==> config.mk <==
export PLATFORM = sky130hd
export DESIGN_NAME = conv1d_ctrl_fsm
export DESIGN_NICKNAME = d
export VERILOG_FILES = /design/src/rtl/conv1d_ctrl_pkg.sv /design/src/rtl/conv1d_ctrl_fsm.sv
export SDC_FILE = /design/constraint.sdc
export NUM_CORES = 1
export LEC_CHECK = 0
export ABC_AREA = 1
export ABC_CLOCK_PERIOD_IN_PS = 4100
export CORE_ASPECT_RATIO = 1.1
export CORE_MARGIN = 2
export CORE_UTILIZATION = 50
export DETAILED_ROUTE_END_ITERATION = 12
export GPL_ROUTABILITY_DRIVEN = 0
export PLACE_DENSITY_LB_ADDON = 0.15
export SYNTH_ARGS = -nofsm -noshare
export SYNTH_HDL_FRONTEND = slang
export SYNTH_SLANG_ARGS = --single-unit
==> constraint.sdc <==
create_clock -name clk_i -period 4.1 [get_ports clk_i]
set_clock_uncertainty 0.05 [all_clocks]
set_input_delay 0.615 -clock clk_i [delete_from_list [all_inputs] [get_ports clk_i]]
set_output_delay 0.615 -clock clk_i [all_outputs]
set_load 0.005 [all_outputs]
==> src/rtl/conv1d_ctrl_pkg.sv <==
// Shared types and defaults for the conv1d run sequencer.
package conv1d_ctrl_pkg;

  localparam int unsigned LEN_W_DEFAULT = 16;

  typedef enum logic [2:0] {
    IDLE   = 3'd0,
    CLEAR  = 3'd1,
    MAC    = 3'd2,
    WRITE  = 3'd3,
    FINISH = 3'd4
  } conv1d_ctrl_state_e;

endpackage

==> src/rtl/conv1d_ctrl_fsm.sv <==
// Sequencer for one conv1d run: start edge -> per-output CLEAR/MAC/WRITE loop -> FINISH.
// Handshake: out_valid_o stays high with out_idx_o stable until a cycle with out_ready_i high.
module conv1d_ctrl_fsm
  import conv1d_ctrl_pkg::*;
#(
  parameter int unsigned LEN_W = LEN_W_DEFAULT
) (
  input  logic             clk_i,
  input  logic             rst_i,
  input  logic             start_i,
  input  logic [LEN_W-1:0] in_len_i,
  input  logic [LEN_W-1:0] k_len_i,
  output logic             mac_clr_o,
  output logic             mac_en_o,
  output logic [LEN_W-1:0] in_idx_o,
  output logic [LEN_W-1:0] k_idx_o,
  output logic [LEN_W-1:0] out_idx_o,
  output logic             out_valid_o,
  input  logic             out_ready_i,
  output logic             running_o,
  output logic             running_e_o,
  output logic             done_o,
  output logic             done_e_o,
  output logic             err_o,
  output logic [2:0]       state_o
);

  conv1d_ctrl_state_e state_q, state_d;

  logic             start_q;
  logic [LEN_W-1:0] k_q;
  logic [LEN_W-1:0] out_idx_q;
  logic [LEN_W-1:0] k_last_q;
  logic [LEN_W-1:0] m_last_q;
  logic             err_q;
  logic             launch;
  logic             lens_ok;

  // Launch is suppressed while reset is asserted so no strobe escapes a reset cycle.
  assign launch  = start_i & ~start_q & ~rst_i & (state_q == IDLE);
  assign lens_ok = (k_len_i != '0) && (k_len_i <= in_len_i);

  always_ff @(posedge clk_i) begin
    if (rst_i) state_q <= IDLE;
    else       state_q <= state_d;
  end

  always_comb begin
    state_d = state_q;
    case (state_q)
      IDLE:    if (launch) state_d = lens_ok ? CLEAR : FINISH;
      CLEAR:   state_d = MAC;
      MAC:     if (k_q == k_last_q) state_d = WRITE;
      WRITE:   if (out_ready_i) state_d = (out_idx_q == m_last_q) ? FINISH : CLEAR;
      FINISH:  state_d = IDLE;
      default: state_d = IDLE;
    endcase
  end

  // start_q resets high so a start level held through reset is not seen as an edge.
  always_ff @(posedge clk_i) begin
    if (rst_i) begin
      start_q   <= 1'b1;
      k_q       <= '0;
      out_idx_q <= '0;
      k_last_q  <= '0;
      m_last_q  <= '0;
      err_q     <= 1'b0;
    end else begin
      start_q <= start_i;
      case (state_q)
        IDLE: begin
          if (launch) begin
            out_idx_q <= '0;
            if (lens_ok) begin
              k_last_q <= k_len_i - LEN_W'(1);
              m_last_q <= in_len_i - k_len_i;
              err_q    <= 1'b0;
            end else begin
              err_q <= 1'b1;
            end
          end
        end
        CLEAR: k_q <= '0;
        MAC:   k_q <= k_q + LEN_W'(1);
        WRITE: if (out_ready_i && (out_idx_q != m_last_q)) out_idx_q <= out_idx_q + LEN_W'(1);
        default: ;
      endcase
    end
  end

  always_comb begin
    mac_clr_o   = 1'b0;
    mac_en_o    = 1'b0;
    in_idx_o    = '0;
    k_idx_o     = '0;
    out_valid_o = 1'b0;
    running_o   = 1'b0;
    running_e_o = 1'b0;
    done_o      = 1'b0;
    done_e_o    = 1'b0;
    case (state_q)
      IDLE: begin
        if (launch) begin
          running_o   = 1'b1;
          running_e_o = 1'b1;
          done_e_o    = 1'b1;
        end
      end
      CLEAR: mac_clr_o = 1'b1;
      MAC: begin
        mac_en_o = 1'b1;
        k_idx_o  = k_q;
        in_idx_o = out_idx_q + k_q;
      end
      WRITE: out_valid_o = 1'b1;
      FINISH: begin
        running_e_o = 1'b1;
        done_o      = 1'b1;
        done_e_o    = 1'b1;
      end
      default: ;
    endcase
  end

  assign out_idx_o = out_idx_q;
  assign err_o     = err_q;
  assign state_o   = state_q;

endmodule

==> run metrics <==
count leader, synth nand2_1; CTS Hold Bufs 0; Iteration-0 DRC Markers 342; Mapped Nets 1022; Final Hold Vio Count 0; die footprint 12400 um^2; synth unique cells 42; kind of critical path reg -> out; R2R Setup Slk 1780 ps; Area Overhead vs Synth 23.0%; setup TNS 0 ps; CTS H-Tree Depth 3; Synth top cells by count nand2_1, inv_1, nor2_1, a21oi_1, dfxtp_1; Worst setup startpoint out_idx_o[0]; register area share after synthesis 24.0%; All-Layer GR Usage 27.1%; CP endpoint kind primary output; chip width 106 um; DRC 0; critical path peak fanout 7; TritonCTS Buffers 9; PD cells 254 nW/um^2; vias in the first global route 5385; CTS tree yes; adder-cell share of the synthesized area 8.07%; Synth Area in Compound Gates 15.2%; ANT nets after route 0; # Post-CTS Setup Buffers 0; synthesized area per cell 6.07 um^2; synthesized flop and latch total 69; Resized Gates After CTS 0; Slew @ Worst Pin 966 ps; ant diodes 0; CP Launch Type flop; setup slack at placement 728 ps; Core Rows 41; nets 1108; GR Overflow Total 0; data arrival time of the worst path 2890 ps; post-synthesis mux area share 0%; Pins Over Slew Limit 0; largest family of logic cells by synthesized area simple AND/OR/NAND/NOR gates; max-cap violations 0; Int Pwr 1.34 mW; Routed WL 16300 um; worst hold-check slack 424 ps; RSZ-0062 raised after global routing no; first-pass GRT wire length 26600 um; port bufs 94; Net Switching 0.463 mW; Pleak 3.05 nW; initial antenna violation count 0; Comb pwr share 15.8%; post-synthesis xor/xnor area fraction 4.71%; Worst Setup EP in_idx_o[10]; share of cells above drive strength 1 4.90%; Seq pwr share 38.0%; FMAX 281 MHz; initial core utilization 50.9%; Via Count 6139; sw frac 25.7%; Final setup violation count 0; Vias/cell 5.16; Max clock buf depth 2; crit path time final 3550 ps; WP data required 3430 ps; post-detail-place hpwl 12700 um; reg-to-reg endpoint m_last_q[12]; post-synth top area share 24.0%; Simple-Gate Fraction of Synth Area 36.5%; Worst-Skew Late Latency 330 ps; maximum vdd drop 0.000182 V; Slew Limit Headroom 35.5%; HP Start k_last_q[3]; drt pass-1 iters 5; status complete, no violations; number of flops mapped to enable cells by yosys 0; worst flop-to-flop path startpoint state_o[1]; Worst Setup Slack, final 547 ps; Worst Hold Class reg -> reg; Synth async-reset ratio 0%; Synth area leaders dfxtp_1, nand2_1, inv_1; yosys warns 0; core region area 11300 um^2; CTS sink count 69; r2r worst-path depth 9; Clk pin slew, worst setup/hold paths 60 ps; clock power share 46.1%; maximum number of pins on one net before global-route repair 42; Synth Instances 950; Root Buffer clkbuf_16; wire per inst 13.7 um; ys flop type dfxtp_1; crit share post-route 86.7%; die height 117 um; Yosys top cell by area dfxtp_1; Ports 95; Syn Std Cell Area 5770 um^2
==> stage by stage <==
stage	utilization (%)	instance area, um^2	instances	total power, mW
detailed placement	59.8	6780	1175	0.980
global placement	59.8	6780	1175	0.980
finish	62.5	7090	1190	1.80
global route	62.5	7090	1190	1.87
floorplan	-	5770	950	0.888
CTS	62.5	7090	1190	1.80
==> flip-flops by register name, indices dropped and copies added, names as in the netlist <==
signal and cells:
state_o 3, k_q 16, out_idx_o 16, m_last_q 16
start_q 1, k_last_q 16, err_o 1
==> routing by layer <==
metal,GRT usage [%],routed length (um)
met4,12.3,653
met3,3.63,909
met5,0,0
met1,36.5,7600
met2,43.5,7140
==> power by group through the flow <==
stage | combinational [mW] | sequential (mW) | clock, mW
after detailed placement | 0.280 | 0.701 | 0
final | 0.285 | 0.686 | 0.833
after floorplan | 0.189 | 0.699 | 0
after global placement | 0.280 | 0.700 | 0
after global routing | 0.320 | 0.687 | 0.863
after CTS | 0.282 | 0.686 | 0.834
==> layout make-up <==
class | count | area, um^2
inverter | 136 | 510
fill | 1095 | 4250
clock buffer | 11 | 243
clock inverter | 4 | 72.6
tap | 150 | 188
timing repair buffer | 99 | 978
multi-input combinational | 721 | 3720
sequential | 69 | 1380
==> layout by cell type, fill, tap and decap left out, types with 3 or more instances in the layout <==
cell,instances
buf_4,5
nand2_2,7
nor3_1,21
o21ai_1,3
a221oi_1,4
o21ai_0,41
or2_2,4
xnor2_1,5
a31oi_1,4
nor2_1,115
a211oi_1,3
dfxtp_1,69
a21o_1,3
nand4_1,12
nand3b_1,3
o22ai_1,7
o21bai_1,11
inv_2,10
nand2_1,255
clkdlybuf4s50_1,94
a21oi_1,76
nor2_2,5
inv_1,126
xor2_1,26
ha_1,34
nand3_1,67
clkbuf_16,9
==> cell families after synthesis <==
family / count (synthesis)
buf+inv: 160
simple gates: 497
fa+ha+maj: 36
flops: 69
compound gates: 157
xor+xnor: 31
==> worst min path at each step <==
stage | end | slack (ps) | cells past startpoint
detailed placement | k_last_q[6] | 420 | 2
CTS | k_last_q[11] | 430 | 2
floorplan | k_last_q[0] | 390 | 2
finish | k_last_q[3] | 420 | 2
global route | k_last_q[6] | 450 | 2
global placement | k_last_q[11] | 410 | 2
==> critical path, stage by stage, from the launching register on <==
cell and delay (ps):
dfxtp_1 410, ha_1 270, fa_1 410, nand3_1 90
nand3_1 130, a21boi_0 300, inv_1 90, nand2_1 90
o21ai_0 100, a21oi_1 160, clkdlybuf4s50_1 510
No activity file was read; power rests on OpenSTA's default activity.
